**src/rtl/fp_pkg.sv**
```systemverilog
// Shared types for the FP result buffer: entry word and presentation states.
package fp_pkg;
  localparam int FP_FLAGS_W = 5;
  localparam int FP_DATA_W  = 32;

  typedef struct packed {
    logic [FP_FLAGS_W-1:0] flags;
    logic [FP_DATA_W-1:0]  result;
  } entry_t;

  localparam int S_EMPTY_IX   = 0;
  localparam int S_SHOW_LO_IX = 1;
  localparam int S_SHOW_HI_IX = 2;

  typedef enum logic [2:0] {
    S_EMPTY   = 3'b001,
    S_SHOW_LO = 3'b010,
    S_SHOW_HI = 3'b100
  } state_t;
endpackage

```
**src/rtl/sync_fifo.sv**
```systemverilog
// Synchronous FIFO of fp entries with wrap-around pointers and occupancy count.
module sync_fifo
  import fp_pkg::*;
#(
  parameter int DEPTH = 4,
  parameter int AW    = 2
) (
  input  logic          clk,
  input  logic          rst,
  input  logic          push,
  input  logic          pop,
  input  entry_t        wdata,
  output entry_t        rdata,
  output logic [AW:0]   count
);
  localparam logic [AW:0] ONE = (AW+1)'(1);

  entry_t          mem_q [DEPTH];
  logic [AW-1:0]   wptr_q, rptr_q;
  logic [AW:0]     count_q, count_d;

  always_comb begin
    count_d = count_q;
    unique case ({push, pop})
      2'b10:   count_d = count_q + ONE;
      2'b01:   count_d = count_q - ONE;
      default: count_d = count_q;
    endcase
  end

  always_ff @(posedge clk) begin
    if (rst) begin
      for (int i = 0; i < DEPTH; i++) mem_q[i] <= '0;
      wptr_q  <= '0;
      rptr_q  <= '0;
      count_q <= '0;
    end else begin
      if (push) begin
        mem_q[wptr_q] <= wdata;
        wptr_q        <= wptr_q + AW'(1);
      end
      if (pop) rptr_q <= rptr_q + AW'(1);
      count_q <= count_d;
    end
  end

  assign rdata = mem_q[rptr_q];
  assign count = count_q;
endmodule

```
**src/rtl/fp_result_buffer.sv**
```systemverilog
// Buffers adder results and steps them onto a 16-bit hex display, low half first.
// Define FP_RESULT_BUF_TOTAL_EN to add the saturating 'total' push counter.
module fp_result_buffer
  import fp_pkg::*;
#(
  parameter int DEPTH = 4,
  parameter int AW    = 2
) (
  input  logic                  clk,
  input  logic                  rst,
  input  logic [FP_DATA_W-1:0]  result,
  input  logic [FP_FLAGS_W-1:0] flags,
  input  logic                  valid_in,
  output logic                  ready_out,
  input  logic                  step,
  output logic [15:0]           disp_data,
  output logic                  disp_hi,
  output logic [FP_FLAGS_W-1:0] disp_flags,
  output logic                  disp_en,
  output logic [AW:0]           count
`ifdef FP_RESULT_BUF_TOTAL_EN
  ,
  output logic [7:0]            total
`endif
);
  localparam logic [AW:0] FULL = (AW+1)'(DEPTH);
  localparam logic [AW:0] ONE  = (AW+1)'(1);

  state_t      state_q, state_d;
  entry_t      head, wdata;
  logic        push, pop;
  logic [AW:0] count_after;

  assign ready_out = (count != FULL);
  assign push      = valid_in & ready_out;
  assign wdata     = '{flags: flags, result: result};

  sync_fifo #(.DEPTH(DEPTH), .AW(AW)) u_fifo (
    .clk   (clk),
    .rst   (rst),
    .push  (push),
    .pop   (pop),
    .wdata (wdata),
    .rdata (head),
    .count (count)
  );

  always_comb begin
    state_d     = state_q;
    pop         = 1'b0;
    disp_data   = '0;
    disp_hi     = 1'b0;
    disp_flags  = '0;
    disp_en     = 1'b0;
    count_after = count - ONE + (push ? ONE : '0);
    unique case (1'b1)
      state_q[S_EMPTY_IX]: begin
        if (count != '0) state_d = S_SHOW_LO;
      end
      state_q[S_SHOW_LO_IX]: begin
        disp_data  = head.result[15:0];
        disp_flags = head.flags;
        disp_en    = 1'b1;
        if (step) state_d = S_SHOW_HI;
      end
      state_q[S_SHOW_HI_IX]: begin
        disp_data  = head.result[31:16];
        disp_flags = head.flags;
        disp_hi    = 1'b1;
        disp_en    = 1'b1;
        // a concurrent push keeps the buffer non-empty after this pop
        if (step) begin
          pop     = 1'b1;
          state_d = (count_after != '0) ? S_SHOW_LO : S_EMPTY;
        end
      end
      default: state_d = S_EMPTY;
    endcase
  end

  always_ff @(posedge clk) begin
    if (rst) state_q <= S_EMPTY;
    else     state_q <= state_d;
  end

`ifdef FP_RESULT_BUF_TOTAL_EN
  logic [7:0] total_q;

  always_ff @(posedge clk) begin
    if (rst) total_q <= '0;
    else if (push && total_q != 8'hFF) total_q <= total_q + 8'd1;
  end

  assign total = total_q;
`endif
endmodule

```
**config.mk**
```make
export PLATFORM = sky130hd
export DESIGN_NAME = fp_result_buffer
export DESIGN_NICKNAME = d
export VERILOG_FILES = /design/src/rtl/fp_pkg.sv /design/src/rtl/sync_fifo.sv /design/src/rtl/fp_result_buffer.sv
export SDC_FILE = /design/constraint.sdc
export NUM_CORES = 1
export LEC_CHECK = 0
export BUFFER_PORTS_ARGS = -buffer_cell sky130_fd_sc_hd__buf_4
export CORE_MARGIN = 2
export CORE_UTILIZATION = 30
export CTS_CLUSTER_DIAMETER = 120
export CTS_CLUSTER_SIZE = 28
export DETAILED_ROUTE_END_ITERATION = 12
export GPL_ROUTABILITY_DRIVEN = 0
export SYNTH_ARGS = -nofsm -noshare
export SYNTH_HDL_FRONTEND = slang
export SYNTH_SLANG_ARGS = --single-unit
```
**constraint.sdc**
```tcl
create_clock -name clk -period 8.6 [get_ports clk]
set_clock_uncertainty 0.05 [all_clocks]
set_input_delay 2.58 -clock clk [delete_from_list [all_inputs] [get_ports clk]]
set_output_delay 2.58 -clock clk [all_outputs]
set_load 0.03 [all_outputs]
```
== Word level (Yosys, flattened, before mapping) ==
Memories as Yosys holds them, arrays and structs flattened. A register that Yosys moved wholly into a read port is not among the register bits.
Index checks and enable logic that the tools add are counted.
Operators by class
  $add $sub $neg: 5
  eq/ne operators: 3
  multiplexer cells: 23
  bitwise gates (word level): 1
  reduce and logical (&&, ||, !) cells: 5
Operators with widths (number)
  2-to-1 mux 37 bit: 1
  OR reduction 37 bit: 1
  one-hot mux 16 bit (2 select lines): 1
  2-to-1 mux 1 bit: 11
  2-to-1 mux 2 bit: 5
  one-hot mux 3 bit (3 select lines): 1
  2-to-1 mux 3 bit: 2
  one-hot mux 3 bit (2 select lines): 1
  nonzero test 3 bit: 2
  2-to-1 mux 5 bit: 1
  adder 2 x 1 -> 2 bit (second input constant): 2
  adder 3 x 1 -> 3 bit: 1
  adder 3 x 1 -> 3 bit (second input constant): 1
  != test 3 bit (second input constant): 1
  subtractor 3 x 1 -> 3 bit (second input constant): 1
  equality test 2 x 1 -> 1 bit (second input constant): 1
  equality test 2 bit (second input constant): 1
  nonzero test 2 bit: 1
  OR reduction 2 bit: 1
  AND 1 bit: 1
Word-level totals
  register bits after elaboration: 10
  memory bits (writable): 148
  input bits: 41
  logic and storage cells: 42
  memories kept: 1
Memories
  u_fifo.mem_q: depth 4, bits a word 37, rd ports 1, clocked after Yosys merged registers in 1, wr ports 4, line sync_fifo.sv:18  | entry_t mem_q [DEPTH];

== Logic depth before layout (Yosys ltp) ==
Gate-level depths: netlist of run 1.
  depth after elaboration: 8
  gate-level depth with buffers: 10
  gate-level depth less buffers: 9

== Modules after synthesis ==
Synthesis of run 1 repeated with hierarchy kept, for this count alone.
Unflattened totals
  cell total of the unflattened synthesis: 447
  area, all modules: 7209.4 um2
Modules (own cells, without submodules)
  sync_fifo: times used 1, cells an instance 396, area an instance 6802.8 um2
  fp_result_buffer: times used 1, cells an instance 51, area an instance 406.6 um2

== Worst setup path after synthesis of run 1 ==
OpenSTA, ideal clock, no wires.
  path kind: input -> register
  start: input port valid_in
  end: memory u_fifo.mem_q[2][0] in the netlist's numbering, enable pin
  arrival time: 4681 ps
  slack: 3430 ps
  stages on the path: 3
  path buffers: 1
  cell sequence: a21bo_1 buf_6 o21bai_1
RTL lines
  from (decl): line fp_result_buffer.sv:13  | input logic valid_in,
  to (decl): line sync_fifo.sv:18

==> metrics, run 1 <==
largest net degree at the start of global routing=39; CP startpoint kind=flop; Synth Flop Type=edfxtp_1; critical path type=reg2out; Synth top area share=61.0%; die width=160 um; CTS H-tree lvls=4; most frequent cells after synthesis=and2_1 (153), edfxtp_1 (148), mux4_2 (30); PnR worst setup slack=3540 ps; final instance area=0.00865 mm2; placed cell areas=0.00807 mm2; CP Capture Type=output port; residual antenna-violating net count after detailed routing=0; I/O pin cnt=68; initial antenna violation count=3; max_cap viols=0; GRT Util Overall=13.4%; DP Worst Slack=3550 ps; Mapped Cells=453; layout cell share with drive strength beyond 1=27.9%; worst min-delay path class=reg2reg; CTS tree=built; clock sink total=160; Clock Tree Buf Depth=2; Crit path max-delay family=buffers and inverters; PD cells=217 mW/mm2; WP buf/inv=2; Site Rows=57; placed cell count=823; Post-Layout Cell Count=856; hold path cells=2; largest cells by area after synthesis=edfxtp_1 (61%), and2_1 (13%), mux4_2 (9.3%); clk slew on worst S/H paths=70 ps; # fillers=2,312; Layout Nets=565; Initial Util=30.2%; violation count after the first detailed-routing iteration=333; final worst path period need=5060 ps; Req. time, crit path=5970 ps; cells on worst reg2reg path=6; cell taking the most area after synthesis=edfxtp_1; reg2reg start=u_fifo.count[0]; relative slew slack=26.8%; CTS Root Cell=clkbuf_16; Setup violations, final=0; TritonRoute pass-1 iters=5; DR DRC count=0; HPWL Detailed=9670 um; first-pass GRT wire length=25,100 um; GRT overflow=0; Die Area=0.0255 mm2; status=completed; sequential cell area fraction in the yosys report=64.3%; Fmax=198 MHz; ys async rst share=0%; CP max stage delay=670 ps; Synth cell types=40; Final Hold Vio Count=0; Worst Setup EP=disp_data[12]; port bufs=67; Post-CTS Hold Fix Bufs=0; Worst EP arrival=2430 ps; Worst-Skew Late Latency=420 ps; core area=0.0241 mm2; RSZ-0062 raised after global routing=false; mean routed wirelength per cell=19.0 um; r2r endpoint=u_fifo.mem_q[0][26]; post-CTS resize count=0; Final Cycle Share=58.8%; Lkg Pwr=3.23 nW; Final TNS setup=0 ps; reg2reg setup slack=5500 ps; CP Max Fanout=37; Most common cell on crit path=buf_4; peak supply drop=0.143 mV; Crit path depth=4; Post-synth EDFFs=148; crit-path cells=buf_4 -> mux4_1 -> a22o_1 -> buf_4; DR vias/cell=4.57; P&R area growth vs syn=18.7%; synthesized area per cell=16.1 um2; postcts setup bufs=0; Via Count=3,914; Final Max Slew Viols=0; critical path's slowest cell=mux4_1; vias in the first global route=4,360; count leader, synth=and2_1; Post-Route WL=16,300 um; Least-Margin Pin Slew=1100 ps; net count after synthesis=500; FF+latch count, synth=160; mapped cell area=0.00729 mm2; Synthesis Warnings=0; CTS Buf Count=17; die height=160 um
-- worst register-to-register path: stages (launching register included) --
cell and delay, ps:
dfxtp_1 400, inv_1 110, ha_1 230, a21bo_1 400, nor4_4 230, buf_4 400
or2_2 870
-- per-stage QoR --
stage / hold slack [ps] / total power [mW] / utilization (%)
after floorplan: 430 / 1.08 / -
after global placement: 451 / 1.16 / 33.5
after detailed placement: 465 / 1.17 / 33.5
after CTS: 483 / 1.89 / 35.9
after global routing: 524 / 1.94 / 35.9
final: 477 / 1.88 / 35.9
-- logic make-up (layout without fill, tap and decap cells) --
logic type | after synthesis | in the layout | share of synthesized area [%]
xor gates and xnor gates | 5 | 5 | 0.807
buffers and inverters | 37 | 115 | 3.35
DFF | 160 | 160 | 64.3
other | 0 | 1 | 0
and+or+nand+nor | 176 | 176 | 15.2
AOI/OAI and AO/OA | 30 | 30 | 3.28
muxes | 39 | 39 | 12.1
adders and majority gates | 6 | 6 | 1.03
-- where the power goes --
group | switching, mW | leakage [nW] | internal, mW
Combinational | 0.127 | 1.31 | 0.0920
Clock | 0.323 | 0.275 | 0.407
Sequential | 0.0228 | 1.64 | 0.905
-- worst min-delay path by stage --
stage	endpoint	from
after CTS	u_fifo.rptr_q[1]	u_fifo.rptr_q[1]
final	u_fifo.rptr_q[1]	u_fifo.rptr_q[1]
after detailed placement	flop	u_fifo.rptr_q[1]
after floorplan	state_q[0]	state_q[0]
after global placement	u_fifo.rptr_q[1]	u_fifo.rptr_q[1]
after global routing	u_fifo.rptr_q[1]	u_fifo.rptr_q[1]
-- state kept, by name, summed over array words and instances, names as in the netlist, named ones only --
register,flops
u_fifo.count,3
u_fifo.wptr_q,2
u_fifo.mem_q,148
u_fifo.rptr_q,2
state_q,3
-- placed cells by master, fill, tap and decap left out, types with 4 or more instances in the layout --
cell | Yosys | layout
a21oi_1 | 4 | 4
a22o_1 | 16 | 16
and2_1 | 153 | 153
buf_4 | 2 | 75
clkbuf_16 | 0 | 17
dfxtp_1 | 12 | 11
edfxtp_1 | 148 | 148
ha_1 | 6 | 6
inv_1 | 7 | 7
inv_6 | 0 | 8
mux4_1 | 7 | 7
mux4_2 | 30 | 30
nand2_1 | 4 | 4
nor2_1 | 6 | 6
xor2_1 | 4 | 4
-- final cells by class --
| class | count | area, um2 | share of cell area (%) |
|---|---|---|---|
| inverters | 8 | 30.0 | 0.347 |
| clock inverters | 15 | 149 | 1.72 |
| well taps | 324 | 405 | 4.69 |
| repair buffers | 75 | 563 | 6.51 |
| diodes | 1 | 2.50 | 0.0289 |
| clock buffers | 17 | 425 | 4.92 |
| multi-input cells | 256 | 2380 | 27.6 |
| flip-flops and latches | 160 | 4690 | 54.2 |
-- metal layers --
layer	track usage [%]	routed length (um)	up-vias
met5	0	25	-
met4	5.04	349	4
met3	4.94	1200	31
met2	22.7	8000	112
met1	15.4	6700	1961
li1	-	-	1806
(Power assumes the default switching activity.)
==> inputs of run 2 (changes only) <==
- clock period: 8.6 -> 4.7 ns (I/O delays scaled with it)
==> run 2 against run 1 <==
  * Sequential cell count is the same
  * First-iteration DRC count decreased by 18%
  * Hold slack got worse by 7.8 ps
  * Worst setup slack worse by 2400 ps
  * Non-clock buffer count grew 5
  * Total power increased by 77%
  * Cell area is essentially flat
  * Global-route usage is 0.16 points lower
  * Clock power grew 66%
  * Routed wire length fell by 0.79%
  * Utilization about the same
  * Sequential share of layout area about the same
  * Critical path type unchanged
  * Largest cell class unchanged
==> metrics, run 2 (synthesized netlist as in run 1, its figures left out) <==
Post-CTS Hold Fix Bufs=0; die height=160 um; commonest non-fill, non-tap cells in the layout=and2_1 (153), edfxtp_1 (148), buf_4 (78), mux4_2 (30), clkbuf_16 (17); CP Capture Type=output port; GRT Util Overall=13.2%; layout cell share with drive strength beyond 1=27.2%; Worst EP arrival=2110 ps; WHS Endpoint=state_q[0]; die width=160 um; max FFs per register=148; Switching Fraction=23.4%; vias in the first global route=4,274; initial antenna violation count=1; TritonRoute pass-1 iters=4; placed cell count=828; Initial Util=30.2%; postcts setup bufs=0; violation count after the first detailed-routing iteration=274; clock sink total=160; first-pass GRT wire length=25,100 um; Via Count=3,928; Layout Nets=570; CTS Root Cell=clkbuf_16; core area=0.0241 mm2; Lkg Pwr=3.24 nW; internal power=2.54 mW; Final Max Slew Viols=0; clk slew on worst S/H paths=60 ps; hold path cells=1; residual antenna-violating net count after detailed routing=0; Site Rows=57; Die Area=0.0255 mm2; Clock Power Share=36.5%; CTS H-tree lvls=4; GRT overflow=0; peak supply drop=0.234 mV; status=completed; PD cells=384 mW/mm2; cells on worst reg2reg path=7; DR vias/cell=4.57; Final TNS setup=0 ps; reg2reg start=u_fifo.count[0]; CP startpoint kind=flop; Final Hold Vio Count=0; Req. time, crit path=3240 ps; CP Max Fanout=37; Post-Route WL=16,100 um; critical path type=reg2out; DR DRC count=0; P&R area growth vs syn=18.6%; final worst path period need=3570 ps; Seq pwr share=51.1%; max_cap viols=0; HPWL Detailed=10,100 um; Biggest register=u_fifo.mem_q; Sw Pwr=0.776 mW; Least-Margin Pin Slew=853 ps; Setup violations, final=0; r2r endpoint=u_fifo.mem_q[0][15]; Final Cycle Share=76.0%; CTS Buf Count=17; Post-Layout Cell Count=859; RSZ-0062 raised after global routing=false; Comb pwr share=12.4%; port bufs=67; Hold Crit Start=state_q[0]; largest net degree at the start of global routing=39; worst min-delay path class=reg2reg; post-CTS resize count=0; commonest non-fill, non-tap cell in the layout=and2_1; relative slew slack=43.0%; Fmax=280 MHz; reg2reg setup slack=1890 ps; mean routed wirelength per cell=18.8 um; I/O pin cnt=68; Worst-Skew Late Latency=410 ps; Clock Tree Buf Depth=2; CTS tree=built
-- run 2: final cells by class --
| class | count | area (um2) |
|---|---|---|
| fillers | 2306 | 15500 |
| flip-flops and latches | 160 | 4690 |
| multi-input cells | 256 | 2380 |
| repair buffers | 80 | 626 |
| clock buffers | 19 | 433 |
| well taps | 324 | 405 |
| clock inverters | 11 | 75.1 |
| inverters | 8 | 30.0 |
| diodes | 1 | 2.50 |
-- run 2: stage by stage --
| stage | power (mW) | util (%) | hold slack [ps] | setup slack (ps) | area, um2 |
|---|---|---|---|---|---|
| floorplan | 1.97 | - | 430 | 700 | 7290 |
| global placement | 2.13 | 33.7 | 449 | 1180 | 8130 |
| detailed placement | 2.14 | 33.7 | 459 | 1120 | 8130 |
| CTS | 3.35 | 35.8 | 477 | 1090 | 8640 |
| global route | 3.44 | 35.8 | 511 | 1030 | 8640 |
| finish | 3.31 | 35.9 | 469 | 1130 | 8640 |
-- run 2: worst max-delay path, cell delays in order, from the launching register on --
cell	delay [ps]
dfxtp_2	340
buf_12	300
mux4_1	630
a22o_1	230
buf_4	180
-- run 2: worst max path at each step --
stage              from  cells past startpoint                   to  slack (ps)
6_report           flop                      4         disp_data[2]        1130
2_1_floorplan  valid_in                      3   u_fifo.mem_q[2][0]         700
5_1_grt            flop                      4         disp_data[3]        1030
4_1_cts            flop                      4         disp_data[2]        1090
3_5_place_dp   valid_in                      6  u_fifo.mem_q[0][15]        1120
3_3_place_gp   valid_in                      6  u_fifo.mem_q[0][29]        1180
-- run 2: power by group through the flow --
stage          clock (mW)  combinational (mW)  sequential [mW]
2_1_floorplan           0               0.263             1.71
3_3_place_gp            0               0.413             1.72
3_5_place_dp            0               0.421             1.72
4_1_cts              1.23               0.422             1.69
5_1_grt              1.29               0.449             1.70
6_report             1.21               0.412             1.69
-- run 2: layer usage --
metal,share of wire (%),GRT usage (%),vias up
met5,0,0,-
met4,1.3,4.71,0
met3,5.8,4.13,17
met2,48,21.2,97
met1,45,16.9,1998
li1,-,-,1816
